**src/rtl/seq_stage_ctrl_pkg.sv**
```systemverilog
// Shared constants for the sequential stage controller: icodes, status codes,
// FSM state encoding and the icode classification payload.
package seq_stage_ctrl_pkg;

   localparam int unsigned ICODE_W = 4;
   localparam int unsigned STAT_W  = 3;
   localparam int unsigned STAGE_W = 6;
   localparam int unsigned PERF_W  = 32;

   localparam logic [ICODE_W-1:0] I_HALT   = 4'h0;
   localparam logic [ICODE_W-1:0] I_NOP    = 4'h1;
   localparam logic [ICODE_W-1:0] I_RRMOVQ = 4'h2;
   localparam logic [ICODE_W-1:0] I_IRMOVQ = 4'h3;
   localparam logic [ICODE_W-1:0] I_RMMOVQ = 4'h4;
   localparam logic [ICODE_W-1:0] I_MRMOVQ = 4'h5;
   localparam logic [ICODE_W-1:0] I_OPQ    = 4'h6;
   localparam logic [ICODE_W-1:0] I_JXX    = 4'h7;
   localparam logic [ICODE_W-1:0] I_CALL   = 4'h8;
   localparam logic [ICODE_W-1:0] I_RET    = 4'h9;
   localparam logic [ICODE_W-1:0] I_PUSHQ  = 4'hA;
   localparam logic [ICODE_W-1:0] I_POPQ   = 4'hB;

   localparam logic [STAT_W-1:0] STAT_AOK = 3'd1;
   localparam logic [STAT_W-1:0] STAT_HLT = 3'd2;
   localparam logic [STAT_W-1:0] STAT_ADR = 3'd3;
   localparam logic [STAT_W-1:0] STAT_INS = 3'd4;

   typedef enum logic [2:0] {
      ST_IDLE      = 3'd0,
      ST_FETCH     = 3'd1,
      ST_DECODE    = 3'd2,
      ST_EXECUTE   = 3'd3,
      ST_MEMORY    = 3'd4,
      ST_WRITEBACK = 3'd5,
      ST_PCUPD     = 3'd6,
      ST_HALT      = 3'd7
   } state_t;

   typedef struct packed {
      logic is_mem;
      logic is_wb;
   } icode_class_t;

   // One-hot stage enable for a state; idle and halt enable nothing.
   function automatic logic [STAGE_W-1:0] stage_onehot(input state_t s);
      logic [STAGE_W-1:0] oh;
      oh = '0;
      case (s)
         ST_FETCH:     oh = 6'b00_0001;
         ST_DECODE:    oh = 6'b00_0010;
         ST_EXECUTE:   oh = 6'b00_0100;
         ST_MEMORY:    oh = 6'b00_1000;
         ST_WRITEBACK: oh = 6'b01_0000;
         ST_PCUPD:     oh = 6'b10_0000;
         default:      oh = '0;
      endcase
      return oh;
   endfunction

endpackage

```
**src/rtl/seq_icode_class.sv**
```systemverilog
// Combinational icode classifier: data-memory access and register writeback.
module seq_icode_class
   import seq_stage_ctrl_pkg::*;
(
   input  logic [ICODE_W-1:0] icode,
   output icode_class_t       cls_c
);

   always_comb begin
      cls_c = '0;
      case (icode)
         I_RMMOVQ, I_MRMOVQ, I_CALL, I_RET, I_PUSHQ, I_POPQ: cls_c.is_mem = 1'b1;
         default:                                            cls_c.is_mem = 1'b0;
      endcase
      case (icode)
         I_RRMOVQ, I_IRMOVQ, I_MRMOVQ, I_OPQ,
         I_CALL, I_RET, I_PUSHQ, I_POPQ:                     cls_c.is_wb = 1'b1;
         default:                                            cls_c.is_wb = 1'b0;
      endcase
   end

endmodule

```
**src/rtl/seq_stage_ctrl.sv**
```systemverilog
// Multi-cycle stage sequencer for a Y86-style core.
// Optional performance counters enabled by defining SEQ_PERF_CNT_EN.
module seq_stage_ctrl
   import seq_stage_ctrl_pkg::*;
#(
   parameter int unsigned MEM_TIMEOUT = 15
)
(
   input  logic               clk,
   input  logic               rst,
   input  logic               start,
   input  logic [ICODE_W-1:0] icode,
   input  logic               instr_valid,
   input  logic               imem_error,
   input  logic               mem_ack,
   input  logic               dmem_error,
   output logic [STAGE_W-1:0] stage_en,
   output logic               mem_req,
   output logic               wb_en,
   output logic               pc_load,
   output logic [STAT_W-1:0]  stat,
   output logic               halted
`ifdef SEQ_PERF_CNT_EN
   ,
   output logic [PERF_W-1:0]  cycle_cnt,
   output logic [PERF_W-1:0]  instr_cnt
`endif
);

   localparam int unsigned TMO_W = (MEM_TIMEOUT > 1) ? $clog2(MEM_TIMEOUT) : 1;

   state_t              state, state_n;
   logic [STAT_W-1:0]   stat_n;
   logic [ICODE_W-1:0]  icode_q, icode_n;
   logic [TMO_W-1:0]    tmo, tmo_n;
   icode_class_t        cls;
   logic [STAGE_W-1:0]  stage_en_n;
   logic                mem_req_n, wb_en_n, pc_load_n, halted_n;

   // Latched icode as it will be next cycle; only a clean fetch replaces it.
   assign icode_n = (state == ST_FETCH && !imem_error && instr_valid) ? icode : icode_q;

   seq_icode_class u_class (
      .icode (icode_n),
      .cls_c (cls)
   );

   always_ff @(posedge clk) begin
      if (rst) begin
         state    <= ST_IDLE;
         stat     <= STAT_AOK;
         icode_q  <= I_HALT;
         tmo      <= '0;
         stage_en <= '0;
         mem_req  <= 1'b0;
         wb_en    <= 1'b0;
         pc_load  <= 1'b0;
         halted   <= 1'b0;
      end else begin
         state    <= state_n;
         stat     <= stat_n;
         icode_q  <= icode_n;
         tmo      <= tmo_n;
         stage_en <= stage_en_n;
         mem_req  <= mem_req_n;
         wb_en    <= wb_en_n;
         pc_load  <= pc_load_n;
         halted   <= halted_n;
      end
   end

   always_comb begin
      state_n = state;
      stat_n  = stat;
      tmo_n   = '0;
      case (state)
         ST_IDLE:    if (start) state_n = ST_FETCH;
         ST_FETCH: begin
            if (imem_error) begin
               state_n = ST_HALT;
               stat_n  = STAT_ADR;
            end else if (!instr_valid) begin
               state_n = ST_HALT;
               stat_n  = STAT_INS;
            end else begin
               state_n = ST_DECODE;
            end
         end
         ST_DECODE:  state_n = ST_EXECUTE;
         ST_EXECUTE: state_n = ST_MEMORY;
         ST_MEMORY: begin
            // tmo counts completed waiting cycles since MEMORY entry.
            if (!cls.is_mem) begin
               state_n = ST_WRITEBACK;
            end else if (mem_ack) begin
               if (dmem_error) begin
                  state_n = ST_HALT;
                  stat_n  = STAT_ADR;
               end else begin
                  state_n = ST_WRITEBACK;
               end
            end else if (tmo == TMO_W'(MEM_TIMEOUT - 1)) begin
               state_n = ST_HALT;
               stat_n  = STAT_ADR;
            end else begin
               tmo_n = tmo + TMO_W'(1);
            end
         end
         ST_WRITEBACK: state_n = ST_PCUPD;
         ST_PCUPD: begin
            if (icode_q == I_HALT) begin
               state_n = ST_HALT;
               stat_n  = STAT_HLT;
            end else begin
               state_n = ST_FETCH;
               stat_n  = STAT_AOK;
            end
         end
         ST_HALT:    state_n = ST_HALT;
         default:    state_n = ST_IDLE;
      endcase

      // Outputs are registered, so they decode the state being entered.
      stage_en_n = stage_onehot(state_n);
      mem_req_n  = (state_n == ST_MEMORY) && cls.is_mem;
      wb_en_n    = (state_n == ST_WRITEBACK) && cls.is_wb;
      pc_load_n  = (state_n == ST_PCUPD);
      halted_n   = (state_n == ST_HALT);
   end

`ifdef SEQ_PERF_CNT_EN
   always_ff @(posedge clk) begin
      if (rst) begin
         cycle_cnt <= '0;
         instr_cnt <= '0;
      end else begin
         if (state != ST_IDLE && state != ST_HALT) cycle_cnt <= cycle_cnt + PERF_W'(1);
         if (pc_load)                              instr_cnt <= instr_cnt + PERF_W'(1);
      end
   end
`endif

endmodule

```
**config.mk**
```make
export PLATFORM = sky130hd
export DESIGN_NAME = seq_stage_ctrl
export DESIGN_NICKNAME = d
export VERILOG_FILES = /design/src/rtl/seq_stage_ctrl_pkg.sv /design/src/rtl/seq_icode_class.sv /design/src/rtl/seq_stage_ctrl.sv
export SDC_FILE = /design/constraint.sdc
export NUM_CORES = 1
export LEC_CHECK = 0
export ABC_AREA = 1
export CORE_MARGIN = 2
export CORE_UTILIZATION = 40
export CTS_CLUSTER_SIZE = 14
export DETAILED_ROUTE_END_ITERATION = 7
export RECOVER_POWER = 50
export SLEW_MARGIN = 20
export SYNTH_ARGS = -nofsm -noshare
export SYNTH_HDL_FRONTEND = slang
export SYNTH_SLANG_ARGS = --single-unit
```
**constraint.sdc**
```tcl
create_clock -name clk -period 6.25 [get_ports clk]
set_clock_uncertainty 0.15 [all_clocks]
set_input_delay 1.25 -clock clk [delete_from_list [all_inputs] [get_ports clk]]
set_output_delay 1.25 -clock clk [all_outputs]
set_load 0.1 [all_outputs]
```
==> metrics.txt <==
status completed; setup bufs post-CTS 0; Slew headroom 33.9%; CORE AREA 3030 um2; post-synthesis adder-cell area fraction 5.93%; Mapped Area 1270 um2; Synth area leaders dfxtp_1, nand2_1, inv_1; Hold Crit Class flop to flop; CTS tree done; first-pass iteration count of the detailed router 4; Top FF cell, synth dfxtp_1; crit-path max cell delay 0.52 ns; Die Width 60.3 um; Cells after Synth 164; Post-Route WL 2460 um; via count 1101; EDFF count, synth 0; vias in the first global route 1000; top cell family by delay on the critical path simple AND/OR/NAND/NOR gates; Cell variety after synth 31; clk buf depth 2; Commonest cells post-synth nand2_1, dfxtp_1, inv_1; Synth area leader dfxtp_1; Post-Synth XOR/XNOR Area 1.38%; initial DRC count 26; sequential-to-total area share from yosys stat 37.9%; gpl congestion 0.763; Max Slew Vio Count 0; Data required, critical path 6.33 ns; # rows 20; Area growth syn-to-layout 22.6%; CP Max Fanout 8; post-synthesis simple-gate area fraction 39.0%; Final min period 4.25 ns; Avg Cell Area, Syn 7.72 um2; RSZ-0062 raised after global routing no; clock slew at reported path FFs 0.13 ns; Resize count post-CTS 0; clk sinks 24; initial antenna violation count 0; Sum Neg Setup Slack 0 ns; Syn Nets 181; Design Area, Final 1550 um2; DPL Wire Length 2050 um; Post-DRT Antenna Nets 0; max cap viols 0; vias per cell 4.73; async set-reset flop share out of synthesis 0%; CTS root buf clkbuf_4; Antenna Cells 0; Hold Vio Cnt, Final 0; post-synth top area share 37.9%; # hold bufs at CTS 0; I/O Buffers 23; CP endpoint kind flop; critical path class input pin to flop; worst hold slack 0.343 ns; Yosys Warn Count 0; slowest stage cell on the critical path dlygate4sd3_1; worst slew pin tran 0.989 ns; Die ar. 3630 um2; CP most frequent cell inv_1; startpoint type of the worst setup path input pin; final setup vio count 0; GRT overflow 0; gr usage total 15.1%; largest family of logic cells by synthesized area simple AND/OR/NAND/NOR gates; proportion of synthesized area in mux cells 0%; layout cell share with drive strength beyond 1 16.4%; Num CTS Buffers 3; Initial Utilization 41.8%; most frequent cell after synthesis nand2_1; DR WL/cell 10.6 um; crit share post-route 68.1%; Synth Area in Compound Gates 7.21%; Leakage 0.741 nW; # IOs 24; Die Ht 60.3 um; number of H-tree levels 1; first-pass GRT wire length 4210 um; Critical Path AT 4.33 ns; Max Freq 235 MHz; CP Buf/Inv Count 4; layout net count 207; placed cell area 1540 um2; PwrDens 487 nW/um2; Cell Chain, Critical Path dlygate4sd3_1 -> inv_1 -> nor2_1 -> nand3_1 -> or2_2 -> o21ai_0 -> inv_1 -> ha_1 -> or2_2 -> nand2_2 -> nand2_4 -> nand4_1 -> nand2_1 -> nand2_2 -> nand2_4 -> nand2_1 -> inv_1; maximum vdd ir drop 219 uV; DRC viols 0; largest net degree at the start of global routing 14; Clk Latency, worst-skew pair 0.31 ns; synthesis-stage register bit count 24
per-layer routing:
layer / vias up / GRT usage, % / wire (um)
met3: 0 / 2.81 / 107
met5: - / 0 / 0
met2: 22 / 27.5 / 1240
li1: 572 / - / -
met4: 0 / 3.81 / 0
met1: 507 / 18.1 / 1110
registers in the layout, summed over array words and instances (netlist names):
name	count
halted	1
icode_q	4
mem_req	1
pc_load	1
stage_en	6
stat	3
state	3
tmo	4
wb_en	1
power by group:
group	internal, mW	switching (mW)	total (mW)
combinational	0.120	0.342	0.462
sequential	0.188	0.0242	0.212
clock	0.0356	0.0465	0.0821
cell usage in the layout, fill, tap and decap left out, drive strengths merged:
cell type and instances:
clkinv 1, o21ai 6, a21oi 7, nor4 1, inv 25, ha 6
nand3 11, clkdlybuf4s50 10, or2 4, dfxtp 24, o211ai 1, o2111ai 1
dlygate4sd3 13, xor2 1, nor2 26, clkbuf 4, nand3b 1, nand2 38
nor3 2, nand4 5, a31oi 1, xnor2 1
worst paths after layout:
check	from	endpoint	slack [ns]	cells past startpoint
setup / recovery	instr_valid	stage_en[3]	2.00	17
hold / removal	stat[0]	stat[0]	0.34	2
setup reg to reg	state[0]	stage_en[3]	3.27	16
hold reg to reg	stat[0]	stat[0]	0.34	2
through the flow:
step	power (mW)	worst slack [ns]	utilization, %	cells
3_3_place_gp	0.689	2.24	51.0	229
6_report	0.757	2.00	51.3	233
3_5_place_dp	0.693	2.13	51.0	229
2_1_floorplan	0.600	2.85	-	164
5_1_grt	0.812	1.66	51.3	233
4_1_cts	0.774	2.47	52.1	233
cells by family (layout without fill, tap and decap cells):
| kind of cell | Yosys count | in the layout |
|---|---|---|
| buffers and inverters | 28 | 53 |
| xor gates and xnor gates | 2 | 2 |
| adders and majority gates | 6 | 6 |
| DFF | 24 | 24 |
| and+or+nand+nor | 88 | 88 |
| AOI/OAI and AO/OA | 16 | 16 |
area by class of cell:
type	count	area (um2)
multi-input cells	112	652
repair buffers	23	230
clock buffers	4	36.3
flip-flops and latches	24	480
fillers	309	1480
inverters	26	98.8
well taps	44	55.1
worst min-delay path, delay by kind of cell (launching register included):
kind             cells  cell delay (ns)
DFF                  1             0.35
and+or+nand+nor      2             0.12
No activity file was read; power rests on OpenSTA's default activity.
